File: src/rtl/mem_stage_lsu.sv
// rtl/mem_stage_lsu.sv - MEM stage with data_ok handshake, response buffer, flush discard and sub-word loads
module mem_stage_lsu #(
    parameter int PC_W  = 32,
    parameter int DW    = 32,
    parameter int RF_AW = 5,
    localparam int OFF_W     = $clog2(DW / 8),
    localparam int ES_BUS_WD = PC_W + 2 + 3 + OFF_W + 1 + RF_AW + DW,
    localparam int WS_BUS_WD = PC_W + 1 + RF_AW + DW
) (
    input  logic                 clk,
    input  logic                 reset,
    input  logic                 flush,
    input  logic                 ws_allowin,
    output logic                 ms_allowin,
    input  logic                 es_to_ms_valid,
    input  logic [ES_BUS_WD-1:0] es_to_ms_bus,
    output logic                 ms_to_ws_valid,
    output logic [WS_BUS_WD-1:0] ms_to_ws_bus,
    input  logic                 data_data_ok,
    input  logic [DW-1:0]        data_rdata,
    output logic                 ms_to_ds_rf_we,
    output logic [RF_AW-1:0]     ms_to_ds_rf_waddr,
    output logic [DW-1:0]        ms_to_ds_rf_wdata,
    output logic                 ms_to_ds_load_pending
);

    logic                 ms_valid;
    logic [ES_BUS_WD-1:0] bus_r;
    logic                 got_resp;
    logic                 buf_valid;
    logic                 discard;
    logic [DW-1:0]        rdata_buf;

    logic [PC_W-1:0]  pc;
    logic             mem_req;
    logic             mem_we;
    logic [2:0]       load_type;
    logic [OFF_W-1:0] byte_off;
    logic             rf_we;
    logic [RF_AW-1:0] rf_waddr;
    logic [DW-1:0]    alu_result;

    assign {pc, mem_req, mem_we, load_type, byte_off, rf_we, rf_waddr, alu_result} = bus_r;

    logic acc;
    logic ms_ready_go;
    logic leave;

    // A response belongs to the held instruction only if it is still owed and not a stale one.
    assign acc            = data_data_ok && !discard && ms_valid && mem_req && !got_resp;
    assign ms_ready_go    = !mem_req || got_resp || acc;
    assign ms_allowin     = !ms_valid || (ms_ready_go && ws_allowin);
    assign ms_to_ws_valid = ms_valid && ms_ready_go && !flush;
    assign leave          = ms_to_ws_valid && ws_allowin;

    // Valid bit and instruction register.
    always_ff @(posedge clk) begin
        if (!reset) begin
            ms_valid <= 1'b0;
        end else if (flush) begin
            ms_valid <= 1'b0;
        end else if (ms_allowin) begin
            ms_valid <= es_to_ms_valid;
        end
        if (ms_allowin && es_to_ms_valid && !flush) begin
            bus_r <= es_to_ms_bus;
        end
    end

    // Response tracking and holding buffer for data that arrives while ws stalls.
    always_ff @(posedge clk) begin
        if (!reset) begin
            got_resp  <= 1'b0;
            buf_valid <= 1'b0;
        end else if (flush || leave) begin
            got_resp  <= 1'b0;
            buf_valid <= 1'b0;
        end else if (acc) begin
            got_resp  <= 1'b1;
            buf_valid <= 1'b1;
        end
        if (acc && !leave) begin
            rdata_buf <= data_rdata;
        end
    end

    // A flushed load still owes one response; remember to drop it when it arrives.
    always_ff @(posedge clk) begin
        if (!reset) begin
            discard <= 1'b0;
        end else if (flush && ms_valid && mem_req && !got_resp && !data_data_ok) begin
            discard <= 1'b1;
        end else if (data_data_ok && discard) begin
            discard <= 1'b0;
        end
    end

    logic [DW-1:0]    rd;
    logic [OFF_W-1:0] off_h;
    logic [OFF_W-1:0] off_w;
    logic [DW-1:0]    byte_sh;
    logic [DW-1:0]    half_sh;
    logic [DW-1:0]    word_sh;
    logic [DW-1:0]    load_val;
    logic [DW-1:0]    rf_wdata;

    // Sub-word extraction: shift the addressed lane down, then sign/zero extend.
    always_comb begin
        rd       = buf_valid ? rdata_buf : data_rdata;
        off_h    = byte_off & ~OFF_W'(1);
        off_w    = byte_off & ~OFF_W'(3);
        byte_sh  = rd >> {byte_off, 3'b000};
        half_sh  = rd >> {off_h, 3'b000};
        word_sh  = rd >> {off_w, 3'b000};
        load_val = rd;
        case (load_type)
            3'b001:  load_val = DW'($signed(byte_sh[7:0]));
            3'b010:  load_val = DW'(byte_sh[7:0]);
            3'b011:  load_val = DW'($signed(half_sh[15:0]));
            3'b100:  load_val = DW'(half_sh[15:0]);
            3'b101:  load_val = DW'(word_sh[31:0]);
            3'b110:  load_val = rd;
            default: load_val = DW'($signed(word_sh[31:0]));
        endcase
        rf_wdata = (mem_req && !mem_we) ? load_val : alu_result;
    end

    assign ms_to_ws_bus          = {pc, rf_we, rf_waddr, rf_wdata};
    assign ms_to_ds_rf_we        = ms_valid && rf_we;
    assign ms_to_ds_rf_waddr     = rf_waddr;
    assign ms_to_ds_rf_wdata     = rf_wdata;
    assign ms_to_ds_load_pending = ms_valid && mem_req && !mem_we && !got_resp && !acc;

endmodule
File: config.mk
export PLATFORM = sky130hd
export DESIGN_NAME = mem_stage_lsu
export DESIGN_NICKNAME = d
export VERILOG_FILES = /design/src/rtl/mem_stage_lsu.sv
export SDC_FILE = /design/constraint.sdc
export NUM_CORES = 1
export LEC_CHECK = 0
export ABC_AREA = 1
export CORE_MARGIN = 8
export CORE_UTILIZATION = 30
export CTS_CLUSTER_SIZE = 30
export DETAILED_ROUTE_END_ITERATION = 8
export GPL_TIMING_DRIVEN = 1
export SLEW_MARGIN = 25
export SYNTH_ARGS = -nofsm -noshare
export SYNTH_HDL_FRONTEND = slang
export SYNTH_SLANG_ARGS = --single-unit
export TNS_END_PERCENT = 5
File: constraint.sdc
create_clock -name clk -period 5.7 [get_ports clk]
set_clock_uncertainty 0.2 [all_clocks]
set_input_delay 1.71 -clock clk [delete_from_list [all_inputs] [get_ports clk]]
set_output_delay 1.71 -clock clk [all_outputs]
set_load 0.05 [all_outputs]
# After elaboration in Yosys (flattened, before gate mapping)
# Index checks and enable logic that the tools add are counted.
# totals
reg_bits,112
out_inout_bits,111
elab_cells,55
# op_classes
shift,2
eq_ne,4
reduce_logical,38
n_bitwise,1
mux,5
# ops
operator,n
32-bit case mux with 4 select lines,1
32-bit 2-to-1 mux,2
32-bit by 5-bit right shift with 16-bit output,1
32-bit by 5-bit right shift with 8-bit output,1
1-bit logical AND,22
1-bit zero test,9
"3-bit by 2-bit equality test with 1-bit output, second input constant",2
1-bit logical OR,4
2-bit OR reduction,2
"3-bit by 1-bit equality test with 1-bit output, second input constant",1
"3-bit equality test, second input constant",1
1-bit 2-to-1 mux,2
2-bit nonzero test,1
1-bit inverter,1

# Logic depth before layout (Yosys ltp)
# Gate-level depths: netlist of the first run.
# depth
ltp_word,11
ltp_mapped,12
mapped_depth_nobuf,10

# Worst setup path after synthesis of the first run
# Ideal clock, no wire load.
# synth_path
kind,input to register
from,input port data_data_ok
to,"register bus_r[0], enable pin"
cell_stages,6
path_buffers,0
slack_ns,-0.658
setup_ns,0.513
t_arrival_ns,5.645
path_cell_list,nand3_1 > nand3_1 > nand2_1 > nand2_1 > nand2_1 > nor2_1
# synth_via
elab_chain_len,9
# synth_lines
element,line_no,text
"start, declared",19,"input logic data_data_ok,"
1-bit logical AND (4 in a row),50,assign acc = data_data_ok && !discard && ms_valid && mem_req && !got_resp;
1-bit logical OR,51,assign ms_ready_go = !mem_req || got_resp || acc;
1-bit logical AND,52,assign ms_allowin = !ms_valid || (ms_ready_go && ws_allowin);
1-bit logical OR,52,
via ms_allowin,14,"output logic ms_allowin,"
1-bit logical AND (2 in a row),65,if (ms_allowin && es_to_ms_valid && !flush) begin
"end signal, assigned",66,bus_r <= es_to_ms_bus;
"end, declared",28,logic [ES_BUS_WD-1:0] bus_r;
# The timed path passes the listed nets, and every way through them passes these cells.
# A chain may end at the register's enable or synchronous reset.

# Worst setup path after layout of the first run
# layout_path
from,input port data_rdata[3]
to,output port ms_to_ds_rf_wdata[3]
# layout_via
elab_chain_len,4
word_cells_on_any_way,5
classes_between,2 x shift; 3 x mux
# layout_lines
element,line_no,text
"start, declared",20,"input logic [DW-1:0] data_rdata,"
32-bit 2-to-1 mux (*),109,rd = buf_valid ? rdata_buf : data_rdata;
32-bit by 5-bit right shift with 16-bit output / 32-bit by 5-bit right shift with 8-bit output (equally long branches),"113, 112",
32-bit case mux with 4 select lines (*),116,case (load_type)
32-bit 2-to-1 mux (*),125,rf_wdata = (mem_req && !mem_we) ? load_val : alu_result;
"end, declared",23,"output logic [DW-1:0] ms_to_ds_rf_wdata,"
# Every way passes the cells marked *; elsewhere a longest branch is shown, timed or not.

==> results.toml, run 1 <==
[sta]
fin_crit_ps = 5320
rsz0062_at_grt = "no"
worst_pin_slew_ps = 659
setup_violations = 0
setup_ws_ps = 377
fin_setup_tns_ps = 0
finalCritPeriodShare = 0.934
hold_viol_final = 0
slew-limit-headroom = 0.560
slew_viol_final = 0
fmax_mhz = 188

[logic_synthesis]
synth-compound-area-share = 0.0298
ys_seq_area_frac = 0.558
yosys_warnings = 0
synth_xor_area_frac = 0
synth_top_family_by_area = "simple AND/OR/NAND/NOR gates"
syn_inst = 640
syn_area_per_cell_um2 = 9.33
muxShareOfSynthArea = 0
netlist_area_mm2 = 0.00597
synth-seq-cells = 112
synth_largest_area_cell = "edfxtp_1"
syn-num-nets = 755
yosys.area.top_type_share = 0.548
synthSimpleGateAreaFrac = 0.261
synth_area_leaders = "edfxtp_1 55%, nand2_1 12%, buf_4 9.9%"
yosys.area_share.adder = 0
synth.distinct_cells = 28

[critical_path]
start_kind = "input pin"
cp_max_fo = 2
crit_path_end_kind = "primary output"
cp.arrival_ps = 3410
required_ps = 3790
reg2reg_depth = 9
critPathKind = "in -> out"

[cts]
cts_sinks = 112
post_cts_buffers = 0
ctsHoldBuffers = 0
root_buffer = "clkbuf_16"
cts_max_level = 3
clk_latency_ps = 370
cts_buffer_depth = 2
cts.repair.resized = 0
cts_buffers = 9
clkTransAtPathRegs_ps = 70
cts_tree = "done"

[cells_and_area]
layout-drive-gt1-share = 0.156
fin_area_mm2 = 0.00880
fin_nets = 899
layout_common_cells = "193 x nand2_1, 161 x clkdlybuf4s50_1, 110 x nand3_1"
syn2layout_area_growth_pct = 47.4
layout_commonest_cell = "nand2_1"

[floorplan]
coreArea_mm2 = 0.0195
die_w_um = 157
io_pins = 226
std_cell_rows = 51
die_h_um = 157
start_util = 0.306
die_area_mm2 = 0.0247

[grt]
grt_pass1_vias = 4846
grt_overflow = 0
grt_max_degree = 78
grt_util_all_layers = 0.152
antenna_found_initial = 1
grt_pass1_wl_um = 28000

[route]
drt_iter0_markers = 270
drtPass1Iterations = 5
vias = 4739
post-route-drc-count = 0
wirelength_um = 18800
post_drt_via_cell_ratio = 4.49
ant_nets = 0
route.detailed.wl_per_inst_um = 17.9

[place]
dp_hpwl_um = 14000
pre_cts_ws_ps = 357
place.gp.congestion = 0.833
port-buffer-count = 225
placed_cell_area_mm2 = 0.00851

[power]
vdd_ir_drop_max_uv = 144
p_per_area_mw_per_mm2 = 246
leakage_nw = 3.63

[run_status]
status = "complete, no violations"

[job]
drv_cap = 0

[worst_hold_path]
hold_depth = 2
hold_path.class = "reg -> reg"
routing by layer:
layer,global-route usage,vias up,part of all wire
met5,0,-,0
met4,0.0530,0,0.017
met3,0.0576,18,0.085
met2,0.249,182,0.49
met1,0.179,2185,0.41
li1,-,2354,-
worst paths after layout:
kind	start	to	slack, ps
max	data_rdata[3]	ms_to_ds_rf_wdata[3]	380
min	discard	discard	330
max reg2reg	buf_valid	rdata_buf[22]	3250
min reg2reg	discard	discard	330
sequential cells by signal, indices dropped and copies added, names as in the netlist:
register / count
rdata_buf: 32
buf_valid: 1
discard: 1
bus_r: 77
ms_valid: 1
cells in the mapped netlist:
| cell type | n |
|---|---|
| inv_1 | 40 |
| nor4_1 | 1 |
| a21oi_2 | 3 |
| inv_4 | 1 |
| buf_6 | 5 |
| dfxtp_1 | 3 |
| buf_1 | 1 |
| nand2_1 | 193 |
| a21boi_0 | 1 |
| nand2_2 | 2 |
| and2_1 | 3 |
| inv_2 | 3 |
| buf_4 | 79 |
| nor2_1 | 18 |
| a21oi_1 | 19 |
| clkbuf_2 | 1 |
| edfxtp_1 | 109 |
| nand3_2 | 3 |
| nand3b_2 | 1 |
| o21ai_0 | 1 |
| a31oi_1 | 7 |
| buf_2 | 11 |
| nand3_1 | 110 |
| nor2_4 | 1 |
| nor3_1 | 1 |
| clkbuf_1 | 5 |
| or2_2 | 16 |
| nand2_4 | 2 |
worst max-delay path: stages:
cell and delay (ps):
clkdlybuf4s50_1 480, nand2_1 70, and2_1 170, nand2_1 60
nand3_1 70, nand2_1 80, nand2_1 50, a21oi_1 500
buf_12 210
kinds of logic (layout without fill, tap and decap cells):
group | Yosys count | after routing
and+or+nand+nor | 351 | 351
buffers and inverters | 146 | 295
DFF | 112 | 112
AOI/OAI and AO/OA | 31 | 31
other | 0 | 1
metrics by stage:
stage | hold slack, ps | total power, W | util | instances
final | 329 | 0.00216 | 0.451 | 1055
after global routing | 359 | 0.00224 | 0.451 | 1055
after CTS | 332 | 0.00218 | 0.451 | 1054
after detailed placement | 308 | 0.00155 | 0.436 | 1038
after global placement | 308 | 0.00154 | 0.436 | 1038
after floorplan | 277 | 0.00129 | - | 640
power breakdown:
group	switching, W	internal [W]	total [W]	leakage [nW]
registers	0.00000766	0.000935	0.000943	1.03
clock network	0.000332	0.000310	0.000642	0.142
logic	0.000328	0.000252	0.000580	2.45
total	0.000667	0.00150	0.00216	3.63
final cells by class:
class	instances	area, um^2
Fill cell	1907	10700
Sequential cell	112	3330
Timing Repair Buffer	235	2930
Multi-Input combinational cell	382	1750
Tap cell	265	332
Clock buffer	10	229
Inverter	44	168
Clock inverter	6	57.6
Antenna cell	1	2.50
Note: power is estimated with default switching activity, not from simulation.
==> inputs of run 2 (changes only) <==
--- a/config.mk
+++ b/config.mk
@@ -11,6 +11,7 @@
 export CTS_CLUSTER_SIZE = 30
 export DETAILED_ROUTE_END_ITERATION = 8
 export GPL_TIMING_DRIVEN = 1
+export SKIP_LAST_GASP = 1
 export SLEW_MARGIN = 25
 export SYNTH_ARGS = -nofsm -noshare
 export SYNTH_HDL_FRONTEND = slang
==> constraint.sdc (replaced) <==
create_clock -name clk -period 6.7 [get_ports clk]
set_clock_uncertainty 0.2 [all_clocks]
set_input_delay 2.01 -clock clk [delete_from_list [all_inputs] [get_ports clk]]
set_output_delay 2.01 -clock clk [all_outputs]
set_load 0.05 [all_outputs]
==> run 2 against run 1 <==
  * First-iteration DRC count up 6.3%
  * Clock-buffer cell count down 1
  * Sequential cell count unchanged
  * Combinational power down 29%
  * Sequential power down 15%
  * Final area down 8.7%
  * Critical path type unchanged
  * Via count up 1.3%
==> results.toml, run 2 (same netlist as run 1, synthesis figures left out) <==
[sta]
worst_pin_slew_ps = 966
fmax_mhz = 160
setup_violations = 0
slew-limit-headroom = 0.354
finalCritPeriodShare = 0.933
slew_viol_final = 0
rsz0062_at_grt = "no"
fin_setup_tns_ps = 0
fin_crit_ps = 6250
hold_viol_final = 0

[cells_and_area]
syn2layout_area_growth_pct = 34.6
largest_reg_flops = 77
fin_nets = 894
fin_area_mm2 = 0.00804
layout_commonest_cell = "nand2_1"
layout-drive-gt1-share = 0.140
largest_registers = "bus_r: 77 flops, rdata_buf: 32 flops"
layout_common_cells = "193 x nand2_1, 170 x clkdlybuf4s50_1, 110 x nand3_1"
finalCoreUtilization = 0.412
top_register = "bus_r"

[cts]
ctsHoldBuffers = 0
cts_tree = "done"
clk_latency_ps = 360
cts_max_level = 3
cts_buffer_depth = 2
cts.repair.resized = 0
cts_buffers = 9
cts_sinks = 112
post_cts_buffers = 0
clkTransAtPathRegs_ps = 80
root_buffer = "clkbuf_16"

[floorplan]
io_pins = 226
die_area_mm2 = 0.0247
die_w_um = 157
coreArea_mm2 = 0.0195
die_h_um = 157
start_util = 0.306
std_cell_rows = 51

[route]
wirelength_um = 18400
drt_iter0_markers = 287
drtPass1Iterations = 5
vias = 4799
wl_met1_um = 7680
route.detailed.wl_per_inst_um = 17.6
wl_met3_um = 1370
post_drt_via_cell_ratio = 4.57
route.met2.wl_um = 8970
ant_nets = 0
routed.top_layer = "met4"
post-route-drc-count = 0

[worst_hold_path]
hold_depth = 2
holdPathEnd = "discard"
hold_path.class = "reg -> reg"
min_from = "discard"

[power]
vdd_ir_drop_max_uv = 115
p_per_area_mw_per_mm2 = 219
leakage_nw = 3.31

[place]
placed_cell_area_mm2 = 0.00774
place.gp.congestion = 0.840
port-buffer-count = 225
dp_hpwl_um = 13500

[critical_path]
cp.arrival_ps = 4040
required_ps = 4490
r2r_end = "bus_r[28]"
cp_max_fo = 2
rrSetupSlack_ps = 3720
start_kind = "input pin"
critPathKind = "in -> out"
crit_path_end_kind = "primary output"
reg2reg_depth = 8
r2r-start = "buf_valid"

[grt]
grt_util_all_layers = 0.149
antenna_found_initial = 1
grt_overflow = 0
grt_max_degree = 49
grt_pass1_vias = 4863
grt_pass1_wl_um = 27800

[job]
drv_cap = 0

[run_status]
status = "complete, no violations"
run 2: layout make-up:
type                    instances  area (um^2)
clock buffers                   9          225
flip-flops and latches        112         3330
well taps                     265          332
inverters                      44          168
diodes                          1         2.50
clock inverters                 7         62.6
fillers                      1968        11500
repair buffers                230         2160
multi-input cells             382         1750
run 2: worst max-delay path, cell delays in order:
cell	delay (ps)
clkdlybuf4s50_1	500
nand2_1	80
nand3_1	110
nand3_1	120
a21boi_0	190
nor2_1	70
nor2_1	130
clkdlybuf4s50_1	820
run 2: how the worst max path moves through the flow:
stage / from / end / cells after the start
finish: data_rdata[7] / ms_to_ws_bus[7] / 8
global route: data_rdata[7] / ms_to_ws_bus[7] / 8
CTS: data_rdata[7] / ms_to_ws_bus[7] / 8
detailed placement: data_rdata[7] / ms_to_ws_bus[7] / 8
global placement: data_rdata[7] / ms_to_ds_rf_wdata[7] / 8
floorplan: data_data_ok / bus_r[0] / 6
run 2: routing by layer:
layer | GRT usage | up-vias
li1 | - | 2335
met3 | 0.0436 | 21
met5 | 0 | -
met1 | 0.180 | 2232
met4 | 0.0617 | 0
met2 | 0.245 | 211
run 2: through the flow:
stage | hold WS, ps | std cells | setup slack [ps] | total power [W]
floorplan | 277 | 640 | 41.8 | 0.00110
global placement | 298 | 1033 | 443 | 0.00123
detailed placement | 311 | 1033 | 385 | 0.00123
CTS | 330 | 1049 | 382 | 0.00178
global route | 369 | 1050 | 276 | 0.00183
finish | 333 | 1050 | 448 | 0.00176
run 2: report_power, final:
| part | internal, W | total [W] | switching [W] |
|---|---|---|---|
| clock network | 0.000262 | 0.000549 | 0.000287 |
| logic | 0.000148 | 0.000409 | 0.000261 |
| registers | 0.000795 | 0.000804 | 0.00000822 |
| total | 0.00121 | 0.00176 | 0.000557 |
